`src/rtl/aes_inv_round_seq.sv`:
```
// Iterative AES inverse cipher (FIPS-197) for 128/192/256-bit keys, UNROLL rounds per clock.
// Round keys come from outside: rk_idx selects them and rk must return them in the same cycle.
module aes_inv_round_seq #(
   parameter int UNROLL  = 1,
   parameter int OUT_REG = 1
) (
   input  logic                    clk,
   input  logic                    rst,
   input  logic [1:0]              switch,
   input  logic                    in_valid,
   output logic                    in_ready,
   input  logic [127:0]            in_data,
   output logic [UNROLL*4-1:0]     rk_idx,
   input  logic [UNROLL*128-1:0]   rk,
   output logic                    out_valid,
   input  logic                    out_ready,
   output logic [127:0]            out_data
);

   generate
      if (UNROLL != 1 && UNROLL != 2) begin : g_bad_unroll
         $error("aes_inv_round_seq: UNROLL must be 1 or 2");
      end
   endgenerate

   // Handshakes: a transfer happens on a rising edge where valid && ready; the source
   // holds data stable while valid is high and not yet accepted.
   typedef enum logic [1:0] {IDLE, ARK, ROUND, DONE} state_t;

   localparam logic [2047:0] INV_SBOX = {
      128'h52096ad53036a538bf40a39e81f3d7fb, 128'h7ce339829b2fff87348e4344c4dee9cb,
      128'h547b9432a6c2233dee4c950b42fac34e, 128'h082ea16628d924b2765ba2496d8bd125,
      128'h72f8f66486689816d4a45ccc5d65b692, 128'h6c704850fdedb9da5e154657a78d9d84,
      128'h90d8ab008cbcd30af7e45805b8b34506, 128'hd02c1e8fca3f0f02c1afbd0301138a6b,
      128'h3a9111414f67dcea97f2cfcef0b4e673, 128'h96ac7422e7ad3585e2f937e81c75df6e,
      128'h47f11a711d29c5896fb7620eaa18be1b, 128'hfc563e4bc6d279209adbc0fe78cd5af4,
      128'h1fdda8338807c731b11210592780ec5f, 128'h60517fa919b54a0d2de57a9f93c99cef,
      128'ha0e03b4dae2af5b0c8ebbb3c83539961, 128'h172b047eba77d626e169146355210c7d};

   state_t         r_fsm;
   logic [127:0]   r_data;
   logic [3:0]     r_nr;
   logic [3:0]     r_round;
   logic           r_in_ready;
   logic           r_out_valid;
   logic [127:0]   w_next;
   logic           w_last;

   function automatic logic [7:0] inv_sbox(input logic [7:0] x);
      return INV_SBOX[11'd2047 - {x, 3'b000} -: 8];
   endfunction

   // Multiply by a constant whose bits select x, 2x, 4x, 8x (covers 09, 0b, 0d, 0e).
   function automatic logic [7:0] gmul(input logic [7:0] a, input logic [3:0] c);
      logic [7:0] x2, x4, x8;
      x2 = {a[6:0], 1'b0} ^ (a[7] ? 8'h1b : 8'h00);
      x4 = {x2[6:0], 1'b0} ^ (x2[7] ? 8'h1b : 8'h00);
      x8 = {x4[6:0], 1'b0} ^ (x4[7] ? 8'h1b : 8'h00);
      return (c[3] ? x8 : 8'h00) ^ (c[2] ? x4 : 8'h00) ^ (c[1] ? x2 : 8'h00) ^ (c[0] ? a : 8'h00);
   endfunction

   function automatic logic [31:0] inv_mix_col(input logic [31:0] col);
      logic [7:0] a0, a1, a2, a3;
      {a0, a1, a2, a3} = col;
      return {gmul(a0, 4'he) ^ gmul(a1, 4'hb) ^ gmul(a2, 4'hd) ^ gmul(a3, 4'h9),
              gmul(a0, 4'h9) ^ gmul(a1, 4'he) ^ gmul(a2, 4'hb) ^ gmul(a3, 4'hd),
              gmul(a0, 4'hd) ^ gmul(a1, 4'h9) ^ gmul(a2, 4'he) ^ gmul(a3, 4'hb),
              gmul(a0, 4'hb) ^ gmul(a1, 4'hd) ^ gmul(a2, 4'h9) ^ gmul(a3, 4'he)};
   endfunction

   // Byte b sits at row b%4, column b/4; InvShiftRows moves row r right by r columns.
   function automatic logic [127:0] inv_round(input logic [127:0] s, input logic [127:0] k,
                                              input logic mix);
      logic [127:0] t;
      for (int c = 0; c < 4; c++) begin
         for (int rr = 0; rr < 4; rr++) begin
            t[127-8*(rr+4*c) -: 8] = inv_sbox(s[127-8*(rr+4*((c-rr+4)%4)) -: 8]);
         end
      end
      t = t ^ k;
      if (mix) begin
         for (int c = 0; c < 4; c++) t[127-32*c -: 32] = inv_mix_col(t[127-32*c -: 32]);
      end
      return t;
   endfunction

   always_comb begin
      w_next = r_data;
      for (int j = 0; j < UNROLL; j++) begin
         w_next = inv_round(w_next, rk[128*j +: 128], (r_round - 4'(j)) != 4'd0);
      end
   end

   assign w_last = (r_fsm == ROUND) && (r_round == 4'(UNROLL-1));

   always_comb begin
      rk_idx = '0;
      if (r_fsm == ARK) begin
         rk_idx[3:0] = r_nr;
      end else if (r_fsm == ROUND) begin
         for (int j = 0; j < UNROLL; j++) rk_idx[4*j +: 4] = r_round - 4'(j);
      end
   end

   always_ff @(posedge clk or posedge rst) begin
      if (rst) begin
         r_fsm       <= IDLE;
         r_data      <= '0;
         r_nr        <= '0;
         r_round     <= '0;
         r_in_ready  <= 1'b0;
         r_out_valid <= 1'b0;
      end else begin
         case (r_fsm)
            IDLE: begin
               if (in_valid && r_in_ready) begin
                  r_data     <= in_data;
                  r_nr       <= (switch == 2'b00) ? 4'd10 : (switch == 2'b01) ? 4'd12 : 4'd14;
                  r_in_ready <= 1'b0;
                  r_fsm      <= ARK;
               end else begin
                  r_in_ready <= 1'b1;
               end
            end
            ARK: begin
               r_data  <= r_data ^ rk[127:0];
               r_round <= r_nr - 4'd1;
               r_fsm   <= ROUND;
            end
            ROUND: begin
               r_data <= w_next;
               if (w_last) begin
                  r_round     <= '0;
                  r_out_valid <= 1'b1;
                  r_fsm       <= DONE;
               end else begin
                  r_round <= r_round - 4'(UNROLL);
               end
            end
            DONE: begin
               if (out_ready) begin
                  r_out_valid <= 1'b0;
                  r_in_ready  <= 1'b1;
                  r_fsm       <= IDLE;
               end
            end
            default: r_fsm <= IDLE;
         endcase
      end
   end

   generate
      if (OUT_REG != 0) begin : g_out_reg
         logic [127:0] r_out_data;
         always_ff @(posedge clk or posedge rst) begin
            if (rst) r_out_data <= '0;
            else if (w_last) r_out_data <= w_next;
         end
         assign out_data = r_out_data;
      end else begin : g_out_comb
         assign out_data = r_data;
      end
   endgenerate

   assign in_ready  = r_in_ready;
   assign out_valid = r_out_valid;

endmodule

```
`config.mk`:
```
export PLATFORM = sky130hd
export DESIGN_NAME = aes_inv_round_seq
export DESIGN_NICKNAME = d
export VERILOG_FILES = /design/src/rtl/aes_inv_round_seq.sv
export SDC_FILE = /design/constraint.sdc
export NUM_CORES = 2
export LEC_CHECK = 0
export CAP_MARGIN = 20
export CORE_MARGIN = 2
export CORE_UTILIZATION = 39
export DETAILED_ROUTE_END_ITERATION = 7
export DONT_BUFFER_PORTS = 1
export PLACE_DENSITY_LB_ADDON = 0.05
export SYNTH_ARGS = -nofsm -noshare
export SYNTH_HDL_FRONTEND = slang
export SYNTH_SLANG_ARGS = --single-unit
```
`constraint.sdc`:
```
create_clock -name clk -period 10.8 [get_ports clk]
set_input_delay 2.16 -clock clk [delete_from_list [all_inputs] [get_ports clk]]
set_output_delay 2.16 -clock clk [all_outputs]
set_load 0.03 [all_outputs]
```
* After elaboration in Yosys (flattened, before gate mapping)
Index checks and enable logic that the tools add are counted.
Storage, ports and cells: flip-flop bits (word level) 268, input port bits 262, output and inout port bits 134, logic and storage cells 324
Operators by class: $add $sub $neg 18, equal/unequal tests 7, shift operators 16, mux-type cells 67, bitwise logic cells 194, reductions and logical operators 15
Operators by type and width (count):
- $shiftx 2055x12->8 const A | 16
- $xor 8x8->8 | 152
- $pmux 128 s3 | 1
- $xor 8x5->8 | 40
- $mux 128 | 2
- $xor 128x128->128 | 2
- $mux 5 | 48
- $sub 11x11->11 const A | 16
- $mux 4 | 4
- $mux 2 | 4
- $pmux 2 s4 | 1
- $pmux 4 s2 | 1
- $sub 4x1->4 const B | 2
- $ne 2x2->1 const B | 3
- $reduce_and 2->1 | 3
- $reduce_and 3->1 | 2
- $reduce_bool 2->1 | 3
- $eq 2x1->1 const B | 2
- $eq 2x2->1 const B | 2
- $logic_not 2->1 | 2
- $logic_not 4->1 | 1
- $mux 1 | 4
- $pmux 1 s2 | 2
- $reduce_bool 4->1 | 1
- 2 further kinds | 3

* Depth between registers and ports, before layout
depth in word-level cells 16, depth in mapped cells 20, depth with buffers taken out 14

* Least setup slack after synthesis
Ideal clock, no wire load.
kind reg-to-reg, start point register r_data[89], end point register r_data[91], setup time 0.129 ns, data arrival time 5.078 ns, required time 10.671 ns, slack 5.592 ns, stages on the path, launching flop included 17, path buffers 3, period minus slack after synthesis 5.208 ns, cell sequence dfrtp_1 clkbuf_1 clkbuf_1 inv_1 ha_1 clkbuf_1 nor2b_1 nor3_1 a21o_1 mux4_2 mux4_2 xor2_1 xnor3_1 xnor3_1 xnor3_1 nand2_1 a21oi_1
Between the ends: longest elaborated chain between the ends 14, elaborated cells on any way between the ends 16, those cells by class add/sub (1); shift (1); mux (5); bitwise (9)
RTL lines:
- from (decl) | line 41 | logic [127:0] r_data;
- from (signal assigned) | line 117 | r_data <= in_data;
- from (signal assigned) | line 126 | r_data <= r_data ^ rk[127:0];
- from (signal assigned) | line 131 | r_data <= w_next;
- $sub 11x11->11 * | line 50 | return INV_SBOX[11'd2047 - {x, 3'b000} -: 8];
- $shiftx 2055x12->8 * | line 50
- $xor 128x128->128 * | line 80 | t = t ^ k;
- $mux 5 or $xor 8x5->8 (tied branches) | line 56 | x2 = {a[6:0], 1'b0} ^ (a[7] ? 8'h1b : 8'h00);
- $xor 8x5->8, on equally long branches | line 56, 57
- $xor 8x5->8 or $mux 5 (tied branches) | line 57, 58
- $xor 8x5->8 | line 58 | x8 = {x4[6:0], 1'b0} ^ (x4[7] ? 8'h1b : 8'h00);
- $xor 8x8->8 (2 in series) | line 59 | return (c[3] ? x8 : 8'h00) ^ (c[2] ? x4 : 8'h00) ^ (c[1] ? x2 : 8'h00) ^ (c[0] ? a : 8'h00);
- $xor 8x8->8 (3 in series) | line 65 | return {gmul(a0, 4'he) ^ gmul(a1, 4'hb) ^ gmul(a2, 4'hd) ^ gmul(a3, 4'h9),
- $mux 128 * | line 81 | if (mix) begin
- $pmux 128 s3 * | line 114 | case (r_fsm)
Mark *: on every way between the ends. The rest lies on a longest branch, timed or not. A chain may end at the register's enable or synchronous reset.

* Final worst setup path
start point register r_data[72], end point register r_data[11]
Between the ends: longest elaborated chain between the ends 13, elaborated cells on any way between the ends 15, those cells by class add/sub (1); shift (1); mux (5); bitwise (8)
RTL lines:
- $sub 11x11->11 * | line 50
- $shiftx 2055x12->8 * | line 50
- $xor 128x128->128 * | line 80
- $mux 5 or $xor 8x8->8 (tied branches) | line 56
- $xor 8x8->8 or $xor 8x5->8 (tied branches) | line 56, 57
- $xor 8x5->8 or $mux 5 (tied branches) | line 57, 58
- $xor 8x5->8 | line 58
- $xor 8x8->8 (2 in series) | line 59
- $xor 8x8->8 (2 in series) | line 67 | gmul(a0, 4'hd) ^ gmul(a1, 4'h9) ^ gmul(a2, 4'he) ^ gmul(a3, 4'hb),
- $mux 128 * | line 81
- $pmux 128 s3 * | line 114
Marks and branches as above.

==> flow_summary.json <==
{
  "outcome": "finished with violations",
  "violations": "DRC",
  "drt_iter0_drc": 16700,
  "fin_util_pct": 40.1,
  "synth_area_per_cell_um2": 7.36,
  "synth.net_count": 11400,
  "clock_latency_ns": 0.71,
  "async_flop_share_pct": 100,
  "overflow": 0,
  "slowest_stage": "ha_1",
  "final_hold_viol_count": 0,
  "root_buffer": "clkbuf_16",
  "crit_path_end_kind": "flip-flop",
  "drv_slew": 0,
  "fin_crit_sh_pct": 66.4,
  "cts_resized": 0,
  "ys.flop_type": "dfrtp_1",
  "critPathMaxFanout": 25,
  "avgViaCountPerCell": 7.32,
  "rr_startpoint": "r_data[72]",
  "period_needed_ns": 7.17,
  "grt_pass1_vias": 85000,
  "num_rows": 166,
  "grt_pass1_wl_um": 657000,
  "clk_pin_slew_ns": 0.06,
  "crit_type": "flip-flop to flip-flop",
  "start_kind": "flip-flop",
  "register_area_um2": 6810,
  "synth-seq-cells": 267,
  "crit_arrival_ns": 7.66,
  "dieArea_um2": 208000,
  "syn_area_um2": 79800,
  "grt_max_degree": 107,
  "dieWidth_um": 456,
  "start_util_pct": 39.1,
  "met1_usage_pct": 54.9,
  "coreArea_um2": 204000,
  "cts_max_level": 2,
  "numCtsBuffers": 43,
  "postRouteAntennaNets": 0,
  "rsz0062_at_grt": "no",
  "route.vias.total": 92900,
  "place_congestion": 1.04,
  "worstHoldStart": "r_nr[3]",
  "tns_ns": 0,
  "yosysUniqueCellTypes": 111,
  "grt_util_met2_pct": 62.3,
  "ctsHoldBuffers": 0,
  "post_cts_buffers": 0,
  "area_growth_pct": 2.52,
  "slew_headroom_pct": 17.2,
  "place_hpwl_um": 327000,
  "drt_pass1_iterations": 8,
  "grt_use_total_pct": 42.0,
  "cts_tree": "built",
  "crit_path_start": "r_data[72]",
  "path_cells": "buf_4, clkinv_1, ha_1, nand2b_1, nand2_1, o21ai_0, mux4_2, mux4_2, xnor2_2, xor3_2, xor2_2, xnor3_1, xnor3_1, nand2_1, a221oi_1",
  "tightest_slew_ns": 1.23,
  "synth.area.top_cells": "dfrtp_1, mux4_2, xnor2_1, o21ai_0, nand2_1",
  "die_h_um": 456,
  "io_buffers": 0,
  "synth_top_area_cell": "dfrtp_1",
  "setup_viol": 0,
  "synth_edf_count": 0,
  "cts_max_path_buffers": 3,
  "met3_usage_pct": 9.85,
  "ios": 396,
  "required_ns": 11.29,
  "clock_skew_ns": 0.0851,
  "yosysTopAreaCellShare_pct": 8.37,
  "syn_inst": 10800,
  "seq_area_frac_synth_pct": 8.37,
  "regToRegSetupSlack_ns": 3.63,
  "timing.fmax_ghz": 0.139,
  "yosysWarnings": 0,
  "drc": 13,
  "routedWlPerCell_um": 36.3,
  "top_usage_layer": "met2",
  "hold_class": "flip-flop to flip-flop",
  "numClockSinks": 267,
  "drive_above_1_share_pct": 9.95,
  "cpPeakStageDelay_ns": 1.09,
  "totalWireLength_um": 461000,
  "nets": 10500,
  "n_fill_cell": 21500,
  "antenna_found_initial": 41,
  "multi_input_area_um2": 66900,
  "drv_cap": 0
}
==> worst paths after layout <==
check                              endpoint  depth (start not counted)
worst max-delay path             r_data[11]                         15
worst min-delay path                r_nr[3]                          1
worst max register to register   r_data[11]                         15
worst min register to register      r_nr[3]                          1
max in group asynchronous       r_data[123]                          3
min in group asynchronous        r_data[86]                          1
==> layout by cell type (no fill, tap or decap), types with 90 or more instances in the layout <==
cell	instances
or2_2	113
a21oi_1	676
nand2b_1	342
nor2b_1	324
xnor2_1	504
mux2i_1	157
o31ai_1	104
a211oi_1	250
buf_4	292
o311ai_0	151
inv_1	181
nand2_1	954
and2_1	111
o211ai_1	215
a221oi_1	110
mux4_2	242
nor2_1	727
o21ai_0	727
or3_1	90
nand3_1	226
ha_1	271
a311oi_1	211
xor2_1	272
nor3_1	355
xnor3_1	129
dfrtp_1	219
a21o_1	133
a31oi_1	211
o221ai_1	97
==> cell usage after synthesis (all sizes together) (90+ instances only) <==
master  number
a311oi     212
o221ai      98
xnor3      131
nor2       730
ha         273
a21o       134
xor2       282
or3         90
a31oi      211
mux2i      157
o31ai      105
nand2      956
and2       119
o311ai     155
nor3       358
clkbuf     671
nor2b      324
a21oi      677
xnor2      527
nand2b     342
o21ai      735
inv        192
or2        119
buf        578
nand3      226
dfrtp      267
o211ai     216
a211oi     253
mux4       242
a221oi     111
==> worst max-delay path, delay by kind of cell, from the launching register on <==
| kind | cells | cell delay [ns] |
|---|---|---|
| AND/OR/NAND/NOR | 3 | 0.90 |
| multiplexers | 2 | 1.08 |
| flip-flops | 1 | 0.32 |
| buffers and inverters | 2 | 0.90 |
| adder cells (fa/ha/maj) | 1 | 1.09 |
| XOR/XNOR | 5 | 2.07 |
| AO/OA/AOI/OAI | 2 | 0.63 |
==> stage by stage <==
step	area [µm²]	worst slack, ns	hold slack, ns	cells
finish	81900	3.63	0.545	12700
global route	81800	3.61	0.565	12700
CTS	81700	3.74	0.539	12700
detailed placement	80100	3.80	0.526	12600
global placement	80100	3.72	0.525	12600
floorplan	79800	1.29	0.478	10800
==> logic make-up (layout without fill, tap and decap cells) <==
family / after synthesis / in the layout / synth area share (%)
multiplexers: 448 / 448 / 9.49
AO/OA/AOI/OAI: 3766 / 3766 / 32.9
XOR/XNOR: 977 / 977 / 14.0
other: 0 / 39 / 0
buffers and inverters: 1471 / 599 / 7.98
flip-flops: 267 / 267 / 8.37
adder cells (fa/ha/maj): 273 / 273 / 4.28
AND/OR/NAND/NOR: 3645 / 3645 / 23.0
==> area by class of cell <==
| type | instances | share of cell area [%] |
|---|---|---|
| Clock inverter | 24 | 0.456 |
| Antenna cell | 39 | 0.119 |
| Tap cell | 2688 | 4.11 |
| Clock buffer | 56 | 1.49 |
| Multi-Input combinational cell | 9109 | 81.8 |
| Timing Repair Buffer | 297 | 2.73 |
| Inverter | 222 | 1.03 |
| Sequential cell | 267 | 8.32 |
==> state kept, by name, indices dropped and copies added (netlist names) <==
name	flops
in_ready	1
r_data	128
r_round	4
out_data	128
r_fsm	2
r_nr	3
out_valid	1
==> layer usage <==
metal,vias to the layer above,part of all wire [%]
met5,-,0.037
met4,28,7.8
met3,1351,12
met2,7135,42
met1,45300,38
li1,39100,-
Power is not shown: default switching activity piles up to over one toggle a cycle in this logic, so the estimate is an artifact.
